**config.mk**
```make
export PLATFORM = sky130hd
export DESIGN_NAME = spi_pkg_reader
export DESIGN_NICKNAME = d
export VERILOG_FILES = /design/src/rtl/daq_pkg.sv /design/src/rtl/spi_sck_div.sv /design/src/rtl/spi_pkg_reader.sv
export SDC_FILE = /design/constraint.sdc
export NUM_CORES = 1
export LEC_CHECK = 0
export CORE_ASPECT_RATIO = 0.7
export CORE_MARGIN = 10
export CORE_UTILIZATION = 55
export CTS_CLUSTER_DIAMETER = 120
export DETAILED_ROUTE_END_ITERATION = 8
export PLACE_DENSITY_LB_ADDON = 0.12
export SYNTH_ARGS = -nofsm -noshare
export SYNTH_HDL_FRONTEND = slang
export SYNTH_SLANG_ARGS = --single-unit
```
**constraint.sdc**
```tcl
create_clock -name sys_clk -period 3.9 [get_ports sys_clk]
set_clock_uncertainty 0.05 [all_clocks]
set_input_delay 0.585 -clock sys_clk [delete_from_list [all_inputs] [get_ports sys_clk]]
set_output_delay 0.585 -clock sys_clk [all_outputs]
set_load 0.03 [all_outputs]
```
**src/rtl/daq_pkg.sv**
```systemverilog
// Shared definitions for the DAQ SPI host-side reader: FSM encodings,
// SPI mode constants and the default package size of the slave ring FIFO.
package daq_pkg;

  typedef enum logic [2:0] {
    ST_IDLE      = 3'd0,
    ST_WAIT_INTR = 3'd1,
    ST_SETUP     = 3'd2,
    ST_SHIFT     = 3'd3,
    ST_HOLD      = 3'd4,
    ST_GAP       = 3'd5
  } state_t;

  // Mode 0: CPOL=0 (sck idles low), CPHA=0 (sample on leading edge).
  localparam int   SPI_MODE = 0;
  localparam logic SCK_IDLE = (SPI_MODE >= 2);

  // Bytes per package streamed by the slave ring FIFO.
  localparam int PKG_BYTES_DEFAULT = 11552;

  // States in which a package transaction is in progress.
  function automatic logic is_busy(state_t s);
    return !(s == ST_IDLE || s == ST_WAIT_INTR);
  endfunction

  // States in which chip select is driven active (low).
  function automatic logic cs_active(state_t s);
    return (s == ST_SETUP) || (s == ST_SHIFT) || (s == ST_HOLD);
  endfunction

endpackage

```
**src/rtl/spi_sck_div.sv**
```systemverilog
// SPI clock divider: sck toggles every CLK_DIV cycles while enabled and
// returns to idle immediately when disabled. Strobes flag the cycle whose
// closing edge drives sck 0->1 (rise) or 1->0 (fall).
module spi_sck_div
  import daq_pkg::*;
#(
  parameter int CLK_DIV = 2
) (
  input  logic clk_i,
  input  logic rst_ni,
  input  logic en_i,
  output logic sck_o,
  output logic rise_stb_o,
  output logic fall_stb_o
);

  localparam int            DW   = (CLK_DIV > 1) ? $clog2(CLK_DIV) : 1;
  localparam logic [DW-1:0] LAST = DW'(CLK_DIV - 1);

  logic [DW-1:0] cnt_q, cnt_d;
  logic          sck_q, sck_d;
  logic          wrap;

  assign wrap = en_i && (cnt_q == LAST);

  // Half-period counter and sck toggle.
  always_comb begin
    cnt_d = cnt_q;
    sck_d = sck_q;
    if (!en_i) begin
      cnt_d = '0;
      sck_d = SCK_IDLE;
    end else if (wrap) begin
      cnt_d = '0;
      sck_d = ~sck_q;
    end else begin
      cnt_d = cnt_q + DW'(1);
    end
  end

  // Divider state register.
  always_ff @(posedge clk_i or negedge rst_ni) begin
    if (!rst_ni) begin
      cnt_q <= '0;
      sck_q <= SCK_IDLE;
    end else begin
      cnt_q <= cnt_d;
      sck_q <= sck_d;
    end
  end

  assign sck_o      = sck_q;
  assign rise_stb_o = wrap && !sck_q;
  assign fall_stb_o = wrap && sck_q;

endmodule

```
**src/rtl/spi_pkg_reader.sv**
```systemverilog
// SPI master that reads one fixed-size package from the FPGA slave per
// rising edge of its package-ready interrupt, emits the bytes as a strobed
// stream and optionally checks the slave's incrementing test pattern.
module spi_pkg_reader
  import daq_pkg::*;
#(
  parameter int CLK_DIV   = 2,
  parameter int PKG_BYTES = PKG_BYTES_DEFAULT,
  parameter int CNT_W     = 14,
  parameter int CS_SETUP  = 4,
  parameter int CS_GAP    = 8,
  parameter int CHECK_INC = 1
) (
  input  logic             sys_clk,
  input  logic             sys_rst_n,
  input  logic             start_en,
  input  logic             intr_in,
  input  logic             miso,
  output logic             cs_n,
  output logic             sck,
  output logic [7:0]       byte_out,
  output logic             byte_valid,
  output logic [CNT_W-1:0] byte_cnt,
  output logic             pkg_done,
  output logic             busy,
  output logic             overrun,
  output logic [15:0]      err_cnt
);

  localparam int T_MAX = (CS_SETUP > CS_GAP) ? CS_SETUP : CS_GAP;
  localparam int TW    = $clog2(T_MAX + 1);

  state_t           state_q, state_d;
  logic [TW-1:0]    timer_q, timer_d;
  logic             sync1_q, sync2_q, prev_q;
  logic             intr_rise;
  logic             cs_n_q, busy_q, pkg_done_q, overrun_q;
  logic [6:0]       shift_q;
  logic [2:0]       bit_cnt_q;
  logic [7:0]       byte_out_q;
  logic             byte_valid_q;
  logic [CNT_W-1:0] byte_cnt_q;
  logic             sck_en, sck_w, rise_stb, fall_stb;
  logic [7:0]       new_byte;
  logic             byte_last, last_fall, setup_entry;

  assign intr_rise   = sync2_q && !prev_q;
  assign sck_en      = (state_q == ST_SHIFT);
  assign new_byte    = {shift_q, miso};
  assign byte_last   = rise_stb && (bit_cnt_q == 3'd7);
  assign last_fall   = fall_stb && (byte_cnt_q == CNT_W'(PKG_BYTES));
  assign setup_entry = (state_q == ST_WAIT_INTR) && (state_d == ST_SETUP);

  spi_sck_div #(.CLK_DIV(CLK_DIV)) u_div (
    .clk_i      (sys_clk),
    .rst_ni     (sys_rst_n),
    .en_i       (sck_en),
    .sck_o      (sck_w),
    .rise_stb_o (rise_stb),
    .fall_stb_o (fall_stb)
  );

  // Next-state logic; the timer restarts on every state change.
  always_comb begin
    state_d = state_q;
    timer_d = timer_q + TW'(1);
    case (state_q)
      ST_IDLE:      if (start_en) state_d = ST_WAIT_INTR;
      ST_WAIT_INTR: if (!start_en) state_d = ST_IDLE;
                    else if (intr_rise) state_d = ST_SETUP;
      ST_SETUP:     if (timer_q == TW'(CS_SETUP - 1)) state_d = ST_SHIFT;
      ST_SHIFT:     if (last_fall) state_d = ST_HOLD;
      ST_HOLD:      state_d = ST_GAP;
      ST_GAP:       if (timer_q == TW'(CS_GAP - 1))
                      state_d = start_en ? ST_WAIT_INTR : ST_IDLE;
      default:      state_d = ST_IDLE;
    endcase
    if (state_d != state_q) timer_d = '0;
  end

  // FSM register plus registered (glitch-free) control outputs.
  always_ff @(posedge sys_clk or negedge sys_rst_n) begin
    if (!sys_rst_n) begin
      state_q    <= ST_IDLE;
      timer_q    <= '0;
      cs_n_q     <= 1'b1;
      busy_q     <= 1'b0;
      pkg_done_q <= 1'b0;
    end else begin
      state_q    <= state_d;
      timer_q    <= timer_d;
      cs_n_q     <= !cs_active(state_d);
      busy_q     <= is_busy(state_d);
      pkg_done_q <= (state_q == ST_SHIFT) && (state_d == ST_HOLD);
    end
  end

  // Interrupt synchroniser, edge history and sticky overrun flag.
  always_ff @(posedge sys_clk or negedge sys_rst_n) begin
    if (!sys_rst_n) begin
      sync1_q   <= 1'b0;
      sync2_q   <= 1'b0;
      prev_q    <= 1'b0;
      overrun_q <= 1'b0;
    end else begin
      sync1_q <= intr_in;
      sync2_q <= sync1_q;
      prev_q  <= sync2_q;
      if (intr_rise && is_busy(state_q)) overrun_q <= 1'b1;
    end
  end

  // MSB-first shift register; a byte is published on its 8th sample edge.
  always_ff @(posedge sys_clk or negedge sys_rst_n) begin
    if (!sys_rst_n) begin
      shift_q      <= '0;
      bit_cnt_q    <= '0;
      byte_out_q   <= '0;
      byte_valid_q <= 1'b0;
      byte_cnt_q   <= '0;
    end else begin
      byte_valid_q <= 1'b0;
      if (setup_entry) begin
        bit_cnt_q  <= '0;
        byte_cnt_q <= '0;
      end else if (rise_stb) begin
        shift_q   <= new_byte[6:0];
        bit_cnt_q <= bit_cnt_q + 3'd1;
        if (bit_cnt_q == 3'd7) begin
          byte_out_q   <= new_byte;
          byte_valid_q <= 1'b1;
          byte_cnt_q   <= byte_cnt_q + CNT_W'(1);
        end
      end
    end
  end

  generate
    if (CHECK_INC != 0) begin : g_chk
      logic [7:0]  ref_q;
      logic [15:0] err_q;

      // Pattern checker: byte 0 seeds the reference, later bytes must be
      // ref+1 mod 256; a mismatch counts and resyncs to the received byte.
      always_ff @(posedge sys_clk or negedge sys_rst_n) begin
        if (!sys_rst_n) begin
          ref_q <= '0;
          err_q <= '0;
        end else if (byte_last) begin
          ref_q <= new_byte;
          if ((byte_cnt_q != '0) && (new_byte != ref_q + 8'd1) && (err_q != 16'hFFFF))
            err_q <= err_q + 16'd1;
        end
      end

      assign err_cnt = err_q;
    end else begin : g_nochk
      assign err_cnt = 16'h0000;
    end
  endgenerate

  assign cs_n       = cs_n_q;
  assign sck        = sck_w;
  assign byte_out   = byte_out_q;
  assign byte_valid = byte_valid_q;
  assign byte_cnt   = byte_cnt_q;
  assign pkg_done   = pkg_done_q;
  assign busy       = busy_q;
  assign overrun    = overrun_q;

endmodule

```
==> results.tsv <==
stage	metric	value	unit
clock_network	clock_sinks	73	
clock_network	tritoncts	yes	
drt	ant_nets	0	
timing	worst_pin_slew	1050	ps
place	gp_congestion	0.826	
synth	synth_top_area_frac	0.526	
synth	postSynthCellCount	330	
timing	rsz0062_at_grt	no	
timing	clock.fmax	380	MHz
grt	antenna_found_initial	0	
synth	synth_area_leaders	dfrtp_1, xor2_1, nand2_1	
drt	vias_per_cell	5.37	
synth	synthFlopType	dfrtp_1	
synth	seq_area_frac_synth	0.534	
drt	dr.pass1.iters	4	
place	portBuffers	48	
grt	grt_usage	0.155	
critical_path	startpoint_type	register	
finish	area_delta_synth_final	22.7	%
run	max-cap-violations	0	
synth	postSynth.asyncResetShare	1.00	
drt	route.detailed.wl_per_inst	15.4	um
drt	drc	0	
critical_path	crit_path_top_delay_cell	or4b_2	
finish	stdcell_area	4200	um^2
drt	finalWirelength	7140	um
synth	synthMuxAreaShare	0.0296	
synth	synth_nets	342	
place	dpl.hpwl	5030	um
critical_path	worstPathArrival	2810	ps
clock_network	clock_latency	340	ps
hold_path	hp-class	reg2reg	
critical_path	endpoint_kind	register	
timing	min_period	2630	ps
floorplanning	core	5870	um^2
synth	yosysTopAreaCell	dfrtp_1	
power_and_ir_drop	finalPower	2390	uW
synth	ys_warn_count	0	
clock_network	clk_pin_slew_worst_paths	70	ps
synth	synth_xor_area_frac	0.0921	
finish	nets	395	
synth	yosys.area_share.adder	0.0256	
timing	maxSlewViolCount	0	
synth	syn_area	3420	um^2
clock_network	cts_resized	0	
timing	finalSetupViolations	0	
critical_path	cp.required	4080	ps
grt	grt_max_degree	49	
clock_network	clk_root_buffer_cell	clkbuf_8	
status	outcome	complete, no violations	
power_and_ir_drop	power_per_cell_area	568	nW/um^2
drt	initialDrtViolationCount	131	
synth	synth_edf_count	0	
timing	finalCritPeriodShare	0.675	
finish	num-fill-cells	450	
floorplanning	dieHeight	86.0	um
critical_path	critical_path.cell_chain	inv_1, ha_1, or4b_2, nor4_1, nor2_1, o31ai_2, nor2_1, mux2_2	
floorplanning	rows	23	
clock_network	clock_path_buffers	2	
synth	synth_top_family_by_area	simple AND/OR/NAND/NOR gates	
grt	grt_first_pass_wirelength	12400	um
finish	regArea	1830	um^2
floorplanning	initial_utilization	0.583	
place	placed_cell_area	3980	um^2
synth	synth_compound_area_frac	0.0640	
floorplanning	num_io_pins	49	
finish	drive_above_1_share	0.103	
critical_path	max_stage_delay	600	ps
critical_path	critPathKind	reg2reg	
grt	grt_pass1_vias	2486	
clock_network	post_cts_buffers	0	
clock_network	cts_made_buffers	9	
finish	multi_input_area	1480	um^2
floorplanning	die_w	114	um
clock_network	hold_buffers	0	
drt	vias	2485	
synth	synth-seq-cells	73	
synth	synth_cell_types	51	
finish	antennaDiodeCount	0	
synth	syn_area_per_cell	10.4	um^2
power_and_ir_drop	p_leak	0.00181	uW
timing	timing.slew.headroom	0.297	
critical_path	path_max_fanout	15	
synth	synthSimpleGateAreaFrac	0.220	
timing	final_hold_viol_count	0	
grt	grt.overflow.total	0	
floorplanning	dieArea	9830	um^2
timing	tns	0	ps
clock_network	h-tree-depth	3	
power_and_ir_drop	vdd_drop_max	0.000418	V
critical_path	critPathMostFrequentCell	nor2_1	
[cells in the mapped netlist (2+ instances only)]
cell type,instances
dfrtp_1,72
nand2_1,44
nor2_1,31
xor2_1,25
inv_1,21
nand3_1,12
nor4_1,12
o21ai_0,12
xnor2_1,11
mux2_2,9
ha_1,7
clkbuf_1,6
nor3_1,5
nand4_1,4
nor3b_1,4
a21oi_1,3
and3_1,3
or3_1,3
a211oi_1,2
a31oi_1,2
and2_1,2
and4_1,2
buf_2,2
nand2b_1,2
nand4b_1,2
nor2b_1,2
nor4b_1,2
o31ai_1,2
or2_2,2
or3_4,2
or4_1,2
[per-layer routing]
metal	vias up	global-route usage	wire length, um
li1	1239	-	-
met1	1189	0.201	3420
met2	53	0.236	3190
met3	4	0.0647	473
met4	0	0.0375	57
met5	-	0	0
[cell usage in the layout, fill, tap and decap left out, types with 4 or more instances in the layout]
cell             count
nand3_1             12
nand2_1             44
nor4_1              12
dfrtp_1             72
nor3_1               5
clkdlybuf4s50_1     47
inv_1               21
mux2_2               9
ha_1                 7
nor2_1              31
clkbuf_8            10
o21ai_0             12
nand4_1              4
xor2_1              25
nor3b_1              4
xnor2_1             11
[worst paths after layout]
kind / slack, ps / start / end / depth (start not counted)
worst max-delay path: 1270 / byte_cnt[0] / err_cnt[1] / 8
worst min-delay path: 300 / sync1_q / sync2_q / 0
worst max register to register: 1270 / byte_cnt[0] / err_cnt[1] / 8
worst min register to register: 300 / sync1_q / sync2_q / 0
max in group asynchronous: 2480 / sys_rst_n / shift_q[1] / 2
min in group asynchronous: 380 / sys_rst_n / byte_cnt[11] / 1
[final cells by class]
| class | count | share of cell area |
|---|---|---|
| well taps | 75 | 0.0223 |
| clock buffers | 11 | 0.0337 |
| inverters | 22 | 0.0200 |
| clock inverters | 5 | 0.0188 |
| multi-input cells | 226 | 0.351 |
| repair buffers | 51 | 0.119 |
| flip-flops and latches | 73 | 0.435 |
[metrics by stage]
| step | setup WS, ps | hold WS (ps) | cells | utilization |
|---|---|---|---|---|
| finish | 1270 | 301 | 463 | 0.715 |
| global route | 1080 | 320 | 463 | 0.715 |
| CTS | 1230 | 302 | 463 | 0.715 |
| detailed placement | 1260 | 285 | 447 | 0.678 |
| global placement | 1390 | 284 | 447 | 0.678 |
| floorplan | 1480 | 239 | 330 | - |
[kinds of logic after synthesis]
logic type	after synthesis
multiplexers	9
adder cells (fa/ha/maj)	7
flip-flops	73
AND/OR/NAND/NOR	142
XOR/XNOR	36
AO/OA/AOI/OAI	32
buffers and inverters	31
[state kept, by name, summed over array words and instances (netlist names)]
| register | cells |
|---|---|
| state_q | 3 |
| overrun | 1 |
| byte_valid | 1 |
| busy | 1 |
| timer_q | 4 |
| bit_cnt_q | 3 |
| err_cnt | 16 |
| byte_out | 8 |
| g_chk.ref_q | 8 |
| sync1_q | 1 |
| u_div.cnt_q | 1 |
| byte_cnt | 14 |
| pkg_done | 1 |
| sync2_q | 1 |
| u_div.sck_o | 1 |
| shift_q | 7 |
| prev_q | 1 |
| cs_n | 1 |
[critical path: cells and delay by family, from the launching register on]
family	cells	cell delay (ps)
AOI/OAI and AO/OA	1	250
adders and majority gates	1	140
buffers and inverters	1	90
DFF	1	450
muxes	1	320
and+or+nand+nor	4	1230
[power breakdown]
part	internal (uW)	leakage, uW	switching (uW)
Combinational	295	0.000778	371
Clock	377	0.000113	272
Sequential	887	0.000915	184
Total	1560	0.00181	826
Note: power is estimated with default switching activity, not from simulation.
